**src/rtl/count_display.sv**
```systemverilog
// count_display
// Shows the 8-bit count from the upstream counter as a decimal value (0-255)
// on a 4-digit, common-anode, multiplexed 7-segment display.
// A free-running double-dabble converter turns count into BCD once every
// 10 clocks. A prescaler steps the digit scan, and the scan outputs are
// registered.
//
// Ports:
//   clk   : system clock, rising edge
//   rst   : synchronous active-high reset
//   count : unsigned binary value to display
//   seg   : segment drive, active-low, {g,f,e,d,c,b,a}
//   an    : digit anodes, active-low, an[0] = ones digit
//   dp    : decimal point, active-low, always off (1)
module count_display #(
    parameter int SCAN_DIV = 50000
) (
    input  logic       clk,
    input  logic       rst,
    input  logic [7:0] count,
    output logic [6:0] seg,
    output logic [3:0] an,
    output logic       dp
);

    localparam int            PW        = $clog2(SCAN_DIV);
    localparam logic [PW-1:0] PRESC_MAX = PW'(SCAN_DIV - 1);

    typedef enum logic [1:0] {
        IDLE  = 2'd0,
        SHIFT = 2'd1,
        DONE  = 2'd2
    } state_t;

    state_t        state_r;
    state_t        state_s;
    logic [7:0]    bin_r;
    logic [11:0]   bcd_r;
    logic [11:0]   bcd_adj_s;
    logic [19:0]   shifted_s;
    logic [2:0]    shcnt_r;
    logic [3:0]    hun_r;
    logic [3:0]    ten_r;
    logic [3:0]    one_r;
    logic [PW-1:0] presc_r;
    logic [1:0]    idx_r;
    logic [3:0]    digit_s;
    logic          blank_s;
    logic [6:0]    seg_s;
    logic [3:0]    an_s;

    // Double-dabble correction: a nibble of 5 or more would overflow
    // past 9 once it is doubled, so it is pre-biased by 3.
    function automatic logic [3:0] dd_adj(input logic [3:0] nib);
        logic [3:0] res;
        if (nib >= 4'd5) begin
            res = nib + 4'd3;
        end else begin
            res = nib;
        end
        return res;
    endfunction

    // Active-low segment patterns for decimal digits. Any other value is blank.
    function automatic logic [6:0] seg_code(input logic [3:0] d);
        logic [6:0] res;
        case (d)
            4'd0:    res = 7'h40;
            4'd1:    res = 7'h79;
            4'd2:    res = 7'h24;
            4'd3:    res = 7'h30;
            4'd4:    res = 7'h19;
            4'd5:    res = 7'h12;
            4'd6:    res = 7'h02;
            4'd7:    res = 7'h78;
            4'd8:    res = 7'h00;
            4'd9:    res = 7'h10;
            default: res = 7'h7F;
        endcase
        return res;
    endfunction

    // Converter state register
    always_ff @(posedge clk) begin
        if (rst) begin
            state_r <= IDLE;
        end else begin
            state_r <= state_s;
        end
    end

    // Converter next-state: IDLE for 1 cycle, SHIFT for 8 cycles, DONE for 1 cycle
    always_comb begin
        state_s = state_r;
        case (state_r)
            IDLE:  state_s = SHIFT;
            SHIFT: begin
                if (shcnt_r == 3'd7) begin
                    state_s = DONE;
                end else begin
                    state_s = SHIFT;
                end
            end
            DONE:    state_s = IDLE;
            default: state_s = IDLE;
        endcase
    end

    // One double-dabble iteration: bias the nibbles, then shift {bcd, bin} left by 1
    always_comb begin
        bcd_adj_s = {dd_adj(bcd_r[11:8]), dd_adj(bcd_r[7:4]), dd_adj(bcd_r[3:0])};
        shifted_s = {bcd_adj_s, bin_r} << 1;
    end

    // Converter datapath. A reset also clears the display registers, so a
    // conversion that is cut short never gets shown.
    always_ff @(posedge clk) begin
        if (rst) begin
            bin_r   <= 8'd0;
            bcd_r   <= 12'd0;
            shcnt_r <= 3'd0;
            hun_r   <= 4'd0;
            ten_r   <= 4'd0;
            one_r   <= 4'd0;
        end else begin
            case (state_r)
                IDLE: begin
                    bin_r   <= count;
                    bcd_r   <= 12'd0;
                    shcnt_r <= 3'd0;
                end
                SHIFT: begin
                    {bcd_r, bin_r} <= shifted_s;
                    shcnt_r        <= shcnt_r + 3'd1;
                end
                DONE: begin
                    hun_r <= bcd_r[11:8];
                    ten_r <= bcd_r[7:4];
                    one_r <= bcd_r[3:0];
                end
                default: begin
                    bin_r <= bin_r;
                end
            endcase
        end
    end

    // Scan prescaler and digit index. The index advances when the prescaler wraps.
    always_ff @(posedge clk) begin
        if (rst) begin
            presc_r <= '0;
            idx_r   <= 2'd0;
        end else if (presc_r == PRESC_MAX) begin
            presc_r <= '0;
            idx_r   <= idx_r + 2'd1;
        end else begin
            presc_r <= presc_r + PW'(1);
        end
    end

    // Digit selection with leading-zero blanking. The ones digit is always shown.
    always_comb begin
        digit_s = 4'd0;
        blank_s = 1'b1;
        case (idx_r)
            2'd0: begin
                digit_s = one_r;
                blank_s = 1'b0;
            end
            2'd1: begin
                digit_s = ten_r;
                blank_s = (hun_r == 4'd0) && (ten_r == 4'd0);
            end
            2'd2: begin
                digit_s = hun_r;
                blank_s = (hun_r == 4'd0);
            end
            default: begin
                digit_s = 4'd0;
                blank_s = 1'b1;
            end
        endcase
        if (blank_s) begin
            seg_s = 7'h7F;
        end else begin
            seg_s = seg_code(digit_s);
        end
        an_s = ~(4'b0001 << idx_r);
    end

    // Output register. Anode and segment values load on the same edge.
    always_ff @(posedge clk) begin
        if (rst) begin
            an  <= 4'b1111;
            seg <= 7'h7F;
            dp  <= 1'b1;
        end else begin
            an  <= an_s;
            seg <= seg_s;
            dp  <= 1'b1;
        end
    end

endmodule
```
**config.mk**
```make
export PLATFORM = sky130hd
export DESIGN_NAME = count_display
export DESIGN_NICKNAME = d
export VERILOG_FILES = /design/src/rtl/count_display.sv
export SDC_FILE = /design/constraint.sdc
export NUM_CORES = 1
export LEC_CHECK = 0
export ABC_AREA = 1
export ABC_CLOCK_PERIOD_IN_PS = 4200
export CORE_AREA = 8 8 106 128
export DETAILED_ROUTE_END_ITERATION = 6
export DIE_AREA = 0 0 114 136
export GPL_TIMING_DRIVEN = 1
export PLACE_DENSITY = 0.4
export SYNTH_ARGS = -nofsm -noshare
export SYNTH_HDL_FRONTEND = slang
export SYNTH_SLANG_ARGS = --single-unit
```
**constraint.sdc**
```tcl
create_clock -name clk -period 4.2 [get_ports clk]
set_input_delay 1.05 -clock clk [delete_from_list [all_inputs] [get_ports clk]]
set_output_delay 1.05 -clock clk [all_outputs]
set_load 0.05 [all_outputs]
```
After elaboration in Yosys (flattened, before gate mapping):

Memories as Yosys holds them, arrays and structs flattened. A register that Yosys moved wholly into a read port is not among the register bits.
Index checks and enable logic that the tools add are counted.

* input bits: 10
* word-level logic and storage cells: 46
* bits in registers: 59
* output and inout port bits: 12
* memories: 1
* bits in read-only memories: 112

* add/subtract/negate cells: 6
* magnitude comparators: 3
* bitwise operators: 1
* shift operators: 1
* equal/unequal tests: 6
* multiplexer cells: 10
* reductions and logical operators: 8

Memories
* (name not given): depth 16, bits a word 7, rd ports 1, clocked after Yosys merged registers in 1, write ports 0, RTL line 67 `case (d)`

Operator list (number)
* one-hot mux 12 bit (2 select lines): 1
* adder 16 x 1 -> 16 bit (second input constant): 1
* equality test 16 bit (second input constant): 1
* one-hot mux 8 bit (2 select lines): 1
* >= comparator 4 x 3 -> 1 bit (second input constant): 3
* one-hot mux 4 bit (3 select lines): 1
* adder 4 x 2 -> 4 bit (second input constant): 2
* logical NOT 4 bit: 2
* 2-to-1 mux 4 bit: 2
* one-hot mux 3 bit (2 select lines): 1
* equality test 2 x 1 -> 1 bit (second input constant): 2
* equality test 2 bit (second input constant): 2
* logical NOT 2 bit: 2
* NOT 4 bit: 1
* one-hot mux 2 bit (2 select lines): 1
* OR reduction 2 bit: 2
* left shift 1 x 2 -> 4 bit (first input constant): 1
* adder 3 x 1 -> 3 bit (second input constant): 1
* adder 3 x 2 -> 3 bit (second input constant): 1
* equality test 3 bit (second input constant): 1
* 2-to-1 mux 3 bit: 1
* one-hot mux 1 bit (3 select lines): 1
* adder 2 x 1 -> 2 bit (second input constant): 1
* 2-to-1 mux 2 bit: 1
* other kinds (2): 2

Depth between registers and ports, before layout:

Gate-level depths: netlist (run 1).

* depth after elaboration: 4
* mapped depth: 12
* depth with buffers taken out: 12

Least setup slack after synthesis (run 1):

OpenSTA, ideal clock, no wires.

* kind: input -> register
* start point: in rst
* end point: reg seg[5]
* path slack: 2374 ps
* required time: 4070 ps
* setup time: 130 ps
* stages: 5
* arrival time: 1697 ps
* buffers on the path: 1
* cells stage by stage: buf_2 -> inv_2 -> nand2_1 -> a21oi_2 -> nand3_1

* cells in the longest elaborated chain, start to end: 1

Ends and longest elaborated chain
* start: declaration: RTL line 19 `input logic rst,`
* OR reduction 2 bit (no line)
* end: declaration: RTL line 21 `output logic [6:0] seg,`

Every way passes these cells.
A chain may end at the register's enable or synchronous reset.

Worst setup path in the final report (run 1):

* start point: reg an[3]
* end point: out an[3]

RTL lines
* start: declaration: RTL line 22 `output logic [3:0] an,`
* start signal: assignment: RTL line 198 `an <= an_s;`

No word-level cell between the ends.

==> metrics.md, run 1 <==
| Metric | Value |
|---|---|
| Status | `finished clean` |
| CTS tree | `built` |
| Layout net count | `502` |
| RSZ-0062 raised after global routing | `false` |
| Final Max Tran Viols | `0` |
| Instance count on the critical path | `1` |
| Final hold slack | `0.443 ns` |
| Post-Syn Nets | `480` |
| Die Wd | `114 um` |
| Worst Path Arrival | `1.43 ns` |
| Setup crit end kind | `output pin` |
| Slowest CP cell | `clkdlybuf4s50_1` |
| Pwr Density | `359 nW/um2` |
| Pin count of the biggest net entering global routing | `29` |
| # hold bufs at CTS | `0` |
| Crit start category | `flop` |
| Min-Delay Path Class | `flop to flop` |
| Worst hold stages | `1` |
| Worst skew pair latency | `0.33 ns` |
| Initial antenna violation count | `0` |
| Fillers | `1,290` |
| Mapped Area | `3260 um2` |
| Worst-path fanout max | `1` |
| DRT Pass-1 Iters | `5` |
| First-pass GRT wire length | `12.7 mm` |
| Final Skew | `0.00331 ns` |
| #FFs+latches synth | `66` |
| Path depth of the worst reg2reg path | `5` |
| Total die area | `15,500 um2` |
| Area leader, netlist | `dfxtp_1` |
| Clock transition at the registers of the reported paths | `0.05 ns` |
| Count of different cell masters after synthesis | `31` |
| Final setup vio count | `0` |
| Final WL | `7.13 mm` |
| Critical path startpoint | `an[3]$_SDFF_PP1_` |
| Final min period | `2.48 ns` |
| Slew headroom | `43.7%` |
| Area growth syn-to-layout | `18.8%` |
| Final ANT Viol Nets | `0` |
| Syn Area/Cell | `7.22 um2` |
| Gr usage total | `10.2%` |
| I/O pin total | `22` |
| Crit path to | `an[3]` |
| H-tree lvl count | `3` |
| Reg2reg start | `state_r[1]$_SDFF_PP0_` |
| Buf/Inv on CP | `1` |
| RePlAce Congestion | `0.740` |
| DR WL/cell | `11.2 um` |
| Seq/Total Area, Yosys | `40.6%` |
| Vias in the first global route | `2,801` |
| Gate Count Post-Synth | `451` |
| Delay-heaviest family, CP | `buffers and inverters` |
| CP required | `3.15 ns` |
| RR Endpoint | `hun_r[1]$_SDFFE_PP0N_` |
| R2R Setup Slk | `2.13 ns` |
| Initial core utilization | `27.9%` |
| Highest clock rate | `0.403 GHz` |
| Initial DRC count | `88` |
| Total number of vias | `2,787` |
| Clock sinks | `66` |
| Yosys top cell area share | `40.6%` |
| WS Path Type | `flop to output pin` |
| Antenna diodes | `0` |
| Setup TNS | `0 ns` |
| Via-to-Cell Ratio | `4.38` |
| GRT overflow | `0` |
| DP HPWL | `5.09 mm` |
| Clock Path Buffers | `2` |
| Final Cycle Share | `59.1%` |
| Total core area | `11,700 um2` |
| Crit-path max cell delay | `0.79 ns` |
| Least-Margin Pin Slew | `0.844 ns` |
| # resized after CTS | `0` |
| Port-buffer cells | `20` |
| Row count | `44` |
| Final Hold Fails | `0` |
| Max-cap violations | `0` |
| Num CTS Buffers | `9` |
| Die H | `136 um` |
| Number of remaining DRC errors | `0` |
| Max VDD drop | `0.175 mV` |
| Cells along the critical path | `clkdlybuf4s50_1` |
| Ys Warns | `0` |
| # Post-CTS Setup Buffers | `0` |
| Share of layout cells above drive strength 1 | `5.68%` |
| CTS root buf | `clkbuf_16` |
| Synth area leaders | `dfxtp_1, nand2_1, ha_1` |
| Pleak | `1.63 nW` |
==> layer usage <==
| metal | part of all wire (%) | track usage (%) |
|---|---|---|
| met3 | 3.7 | 3.07 |
| met5 | 0 | 0 |
| met1 | 44 | 11.1 |
| met2 | 50 | 17.7 |
| met4 | 2.0 | 5.26 |
==> stage by stage <==
step / instances / utilization [%] / power (mW) / cell area, um2 / setup WS (ns)
after floorplan: 451 / - / 0.706 / 3260 / 2.37
after global placement: 623 / 30.9 / 0.728 / 3610 / 1.55
after detailed placement: 623 / 30.9 / 0.729 / 3610 / 1.53
after CTS: 636 / 33.1 / 1.42 / 3870 / 1.68
after global routing: 636 / 33.1 / 1.45 / 3870 / 1.67
final: 636 / 33.1 / 1.39 / 3870 / 1.72
==> worst min-delay path by stage <==
stage,from,to,slack (ns)
global route,bcd_r[11]$_SDFFE_PP0P_,bcd_r[11]$_SDFFE_PP0P_,0.48
global placement,presc_r[0]$_SDFF_PP0_,presc_r[0]$_SDFF_PP0_,0.43
floorplan,presc_r[0]$_SDFF_PP0_,presc_r[0]$_SDFF_PP0_,0.42
CTS,presc_r[0]$_SDFF_PP0_,presc_r[0]$_SDFF_PP0_,0.45
detailed placement,presc_r[0]$_SDFF_PP0_,presc_r[0]$_SDFF_PP0_,0.44
finish,presc_r[0]$_SDFF_PP0_,presc_r[0]$_SDFF_PP0_,0.44
==> flip-flops by register name (all words and copies together) (netlist names) <==
register and cells:
an 4, bcd_r 12, bin_r 8, hun_r 4, idx_r 2, one_r 4
presc_r 16, seg 7, shcnt_r 3, state_r 2, ten_r 4
==> Yosys cell counts <==
master	number
nor3_1	2
inv_1	58
nand2_2	1
a211oi_1	9
nand2_4	1
xnor2_1	3
inv_2	5
xor2_1	2
nand3b_1	1
buf_2	2
o211ai_1	6
o21ai_0	5
a21oi_1	28
clkinv_1	1
buf_6	2
nor2_1	36
a21oi_2	1
o221ai_1	1
nand3_1	44
nor2_2	1
buf_1	3
nor3_4	1
dfxtp_1	66
ha_1	19
nand4_1	13
conb_1	1
nand3_4	2
nor2_4	3
nand2_1	131
buf_4	1
clkbuf_1	2
==> kinds of logic (layout without fill, tap and decap cells) <==
family | after synthesis | after routing | share of synthesized area, %
AOI/OAI and AO/OA | 50 | 50 | 9.07
adders and majority gates | 19 | 19 | 7.30
xor gates and xnor gates | 5 | 5 | 1.35
and+or+nand+nor | 236 | 236 | 32.4
buffers and inverters | 74 | 98 | 9.19
other | 1 | 1 | 0.115
DFF | 66 | 66 | 40.6
==> cell usage in the layout, fill, tap and decap left out, types with 2 or more instances in the layout <==
| cell type | count |
|---|---|
| xnor2_1 | 3 |
| o21ai_0 | 5 |
| nor2_1 | 36 |
| nand3_1 | 44 |
| dfxtp_1 | 66 |
| clkbuf_1 | 2 |
| nor3_1 | 2 |
| a211oi_1 | 9 |
| a21oi_1 | 28 |
| clkbuf_8 | 2 |
| inv_2 | 5 |
| nor2_4 | 3 |
| ha_1 | 19 |
| xor2_1 | 2 |
| clkbuf_16 | 9 |
| inv_1 | 58 |
| nand2_1 | 131 |
| clkdlybuf4s50_1 | 20 |
| nand3_4 | 2 |
| nand4_1 | 13 |
| o211ai_1 | 6 |
==> where the power goes <==
part	switching [mW]	internal [mW]	total (mW)
combinational	0.0443	0.0249	0.0693
clock	0.250	0.421	0.672
sequential	0.00621	0.639	0.646
total	0.301	1.09	1.39
==> final cells by class <==
type / count / area, um2 / share of cell area (%)
tap: 161 / 201 / 5.21
clock buffer: 13 / 260 / 6.73
sequential: 66 / 1320 / 34.2
inverter: 64 / 240 / 6.21
timing repair buffer: 21 / 208 / 5.37
multi-input combinational: 311 / 1640 / 42.3
Note: power is estimated with default switching activity, not from simulation.
==> run 2, diff against run 1 <==
--- a/config.mk
+++ b/config.mk
@@ -6,7 +6,7 @@
 export NUM_CORES = 1
 export LEC_CHECK = 0
 export ABC_AREA = 1
-export ABC_CLOCK_PERIOD_IN_PS = 4200
+export ABC_CLOCK_PERIOD_IN_PS = 2600
 export CORE_AREA = 8 8 106 128
 export DETAILED_ROUTE_END_ITERATION = 6
 export DIE_AREA = 0 0 114 136
==> constraint.sdc (replaced) <==
create_clock -name clk -period 2.6 [get_ports clk]
set_input_delay 0.65 -clock clk [delete_from_list [all_inputs] [get_ports clk]]
set_output_delay 0.65 -clock clk [all_outputs]
set_load 0.05 [all_outputs]
==> metrics.md, run 2 (synthesis results as in run 1) <==
| Metric | Value |
|---|---|
| Initial DRC count | `116 (+32%)` |
| Setup TNS | `0 ns (unchanged)` |
| Final WL | `7.19 mm (+0.77%)` |
| Final min period | `2.09 ns` |
| Worst-path fanout max | `1 (unchanged)` |
| Slowest CP cell | `clkdlybuf4s50_1` |
| Largest registers | `presc_r x16, bcd_r x12, bin_r x8` |
| Final core occ | `33.5% (+0.35 points)` |
| Final ANT Viol Nets | `0 (unchanged)` |
| Status | `finished clean` |
| H-tree lvl count | `3 (unchanged)` |
| Final Cycle Share | `80.4%` |
| Final instance area | `3910 um2 (+1.1%)` |
| Post-place instance area | `3620 um2 (+0.42%)` |
| Share of layout cells above drive strength 1 | `6.47% (+0.79 points)` |
| First-pass GRT wire length | `12.3 mm (-2.6%)` |
| Port-buffer cells | `20 (unchanged)` |
| DP HPWL | `5.24 mm (+3.0%)` |
| Setup crit end kind | `output pin` |
| Initial core utilization | `27.9% (unchanged)` |
| WS Path Type | `flop to output pin` |
| CTS tree | `built` |
| I/O pin total | `22 (unchanged)` |
| Die Wd | `114 um (unchanged)` |
| Die H | `136 um (unchanged)` |
| Max-cap violations | `0 (unchanged)` |
| Crit-path max cell delay | `0.80 ns (about the same)` |
| Clock transition at the registers of the reported paths | `0.05 ns (about the same)` |
| Total core area | `11,700 um2 (unchanged)` |
| Final Skew | `0.00458 ns (+0.00127 ns)` |
| Row count | `44 (unchanged)` |
| Commonest cells after routing, fill and taps aside | `nand2_1, dfxtp_1, inv_1` |
| Total number of vias | `2,756 (-1.1%)` |
| # hold bufs at CTS | `0 (unchanged)` |
| Initial antenna violation count | `0 (unchanged)` |
| RSZ-0062 raised after global routing | `false` |
| Placed cell count | `625 (+0.32%)` |
| Pwr Density | `598 nW/um2 (+67%)` |
| Area growth syn-to-layout | `20.0%` |
| Cells along the critical path | `clkdlybuf4s50_1` |
| Clock Path Buffers | `2 (unchanged)` |
| GRT overflow | `0 (unchanged)` |
| Total die area | `15,500 um2 (unchanged)` |
| Pleak | `1.65 nW (+1.5%)` |
| Delay-heaviest family, CP | `buffers and inverters` |
| Max VDD drop | `0.194 mV (+11%)` |
| CP required | `1.95 ns (-1.20 ns)` |
| Final Max Tran Viols | `0 (unchanged)` |
| Final setup vio count | `0 (unchanged)` |
| Buf/Inv on CP | `1 (unchanged)` |
| Num CTS Buffers | `9 (unchanged)` |
| Worst Path Arrival | `1.44 ns (about the same)` |
| CTS root buf | `clkbuf_16` |
| Via-to-Cell Ratio | `4.31 (-1.7%)` |
| DR WL/cell | `11.2 um (+0.14%)` |
| Worst skew pair latency | `0.33 ns (about the same)` |
| # Post-CTS Setup Buffers | `0 (unchanged)` |
| Least-Margin Pin Slew | `0.508 ns (-0.336 ns)` |
| Layout net count | `504 (+0.40%)` |
| Most common cell after layout, fill and taps aside | `nand2_1` |
| Biggest register | `presc_r` |
| Final Hold Fails | `0 (unchanged)` |
| RePlAce Congestion | `0.736 (-0.50%)` |
| # resized after CTS | `0 (unchanged)` |
| Antenna diodes | `0 (unchanged)` |
| Crit start category | `flop` |
| Number of remaining DRC errors | `0 (unchanged)` |
| Final Non-Filler Cells | `640 (+0.63%)` |
| Number of flip-flops in the largest register | `16 (unchanged)` |
| Vias in the first global route | `2,556 (-8.7%)` |
| Pin count of the biggest net entering global routing | `28 (-3.4%)` |
| DRT Pass-1 Iters | `4 (-1)` |
| Slew headroom | `66.0% (+22 points)` |
| Highest clock rate | `0.478 GHz` |
| Clock sinks | `66 (unchanged)` |
| Min-Delay Path Class | `flop to flop` |
| Gr usage total | `10.1% (-0.18 points)` |
## run 2: power breakdown
part	switching [mW]	leakage, nW	internal (mW)
clock network	0.422	0.142	0.760
logic	0.0716	0.975	0.0412
registers	0.0104	0.537	1.03
## run 2: layout make-up
type / instances / area (um2)
Timing Repair Buffer: 23 / 223
Clock buffer: 12 / 246
Fill cell: 1289 / 7760
Multi-Input combinational cell: 311 / 1640
Inverter: 64 / 240
Tap cell: 161 / 201
Clock inverter: 3 / 40.0
Sequential cell: 66 / 1320
## run 2: worst paths after layout
kind                          from                    end  slack (ns)  cells past startpoint
max reg2reg  idx_r[0]$_SDFFE_PP0N_      seg[3]$_SDFF_PP1_        0.67                     11
max               an[0]$_SDFF_PP1_                  an[0]        0.51                      1
min reg2reg  presc_r[0]$_SDFF_PP0_  presc_r[0]$_SDFF_PP0_        0.44                      1
min          presc_r[0]$_SDFF_PP0_  presc_r[0]$_SDFF_PP0_        0.44                      1
## run 2: per-stage QoR
step / power, mW / setup WS, ns / hold slack, ns
floorplan: 1.14 / 0.883 / 0.418
CTS: 2.39 / 0.483 / 0.448
global route: 2.45 / 0.468 / 0.472
global placement: 1.18 / 0.705 / 0.430
detailed placement: 1.18 / 0.654 / 0.439
finish: 2.34 / 0.509 / 0.442
## run 2: layer usage
layer / global-route usage [%] / routed length [um]
met5: 0 / 0
met4: 4.89 / 104
met3: 2.67 / 258
met2: 16.8 / 3560
met1: 11.7 / 3260
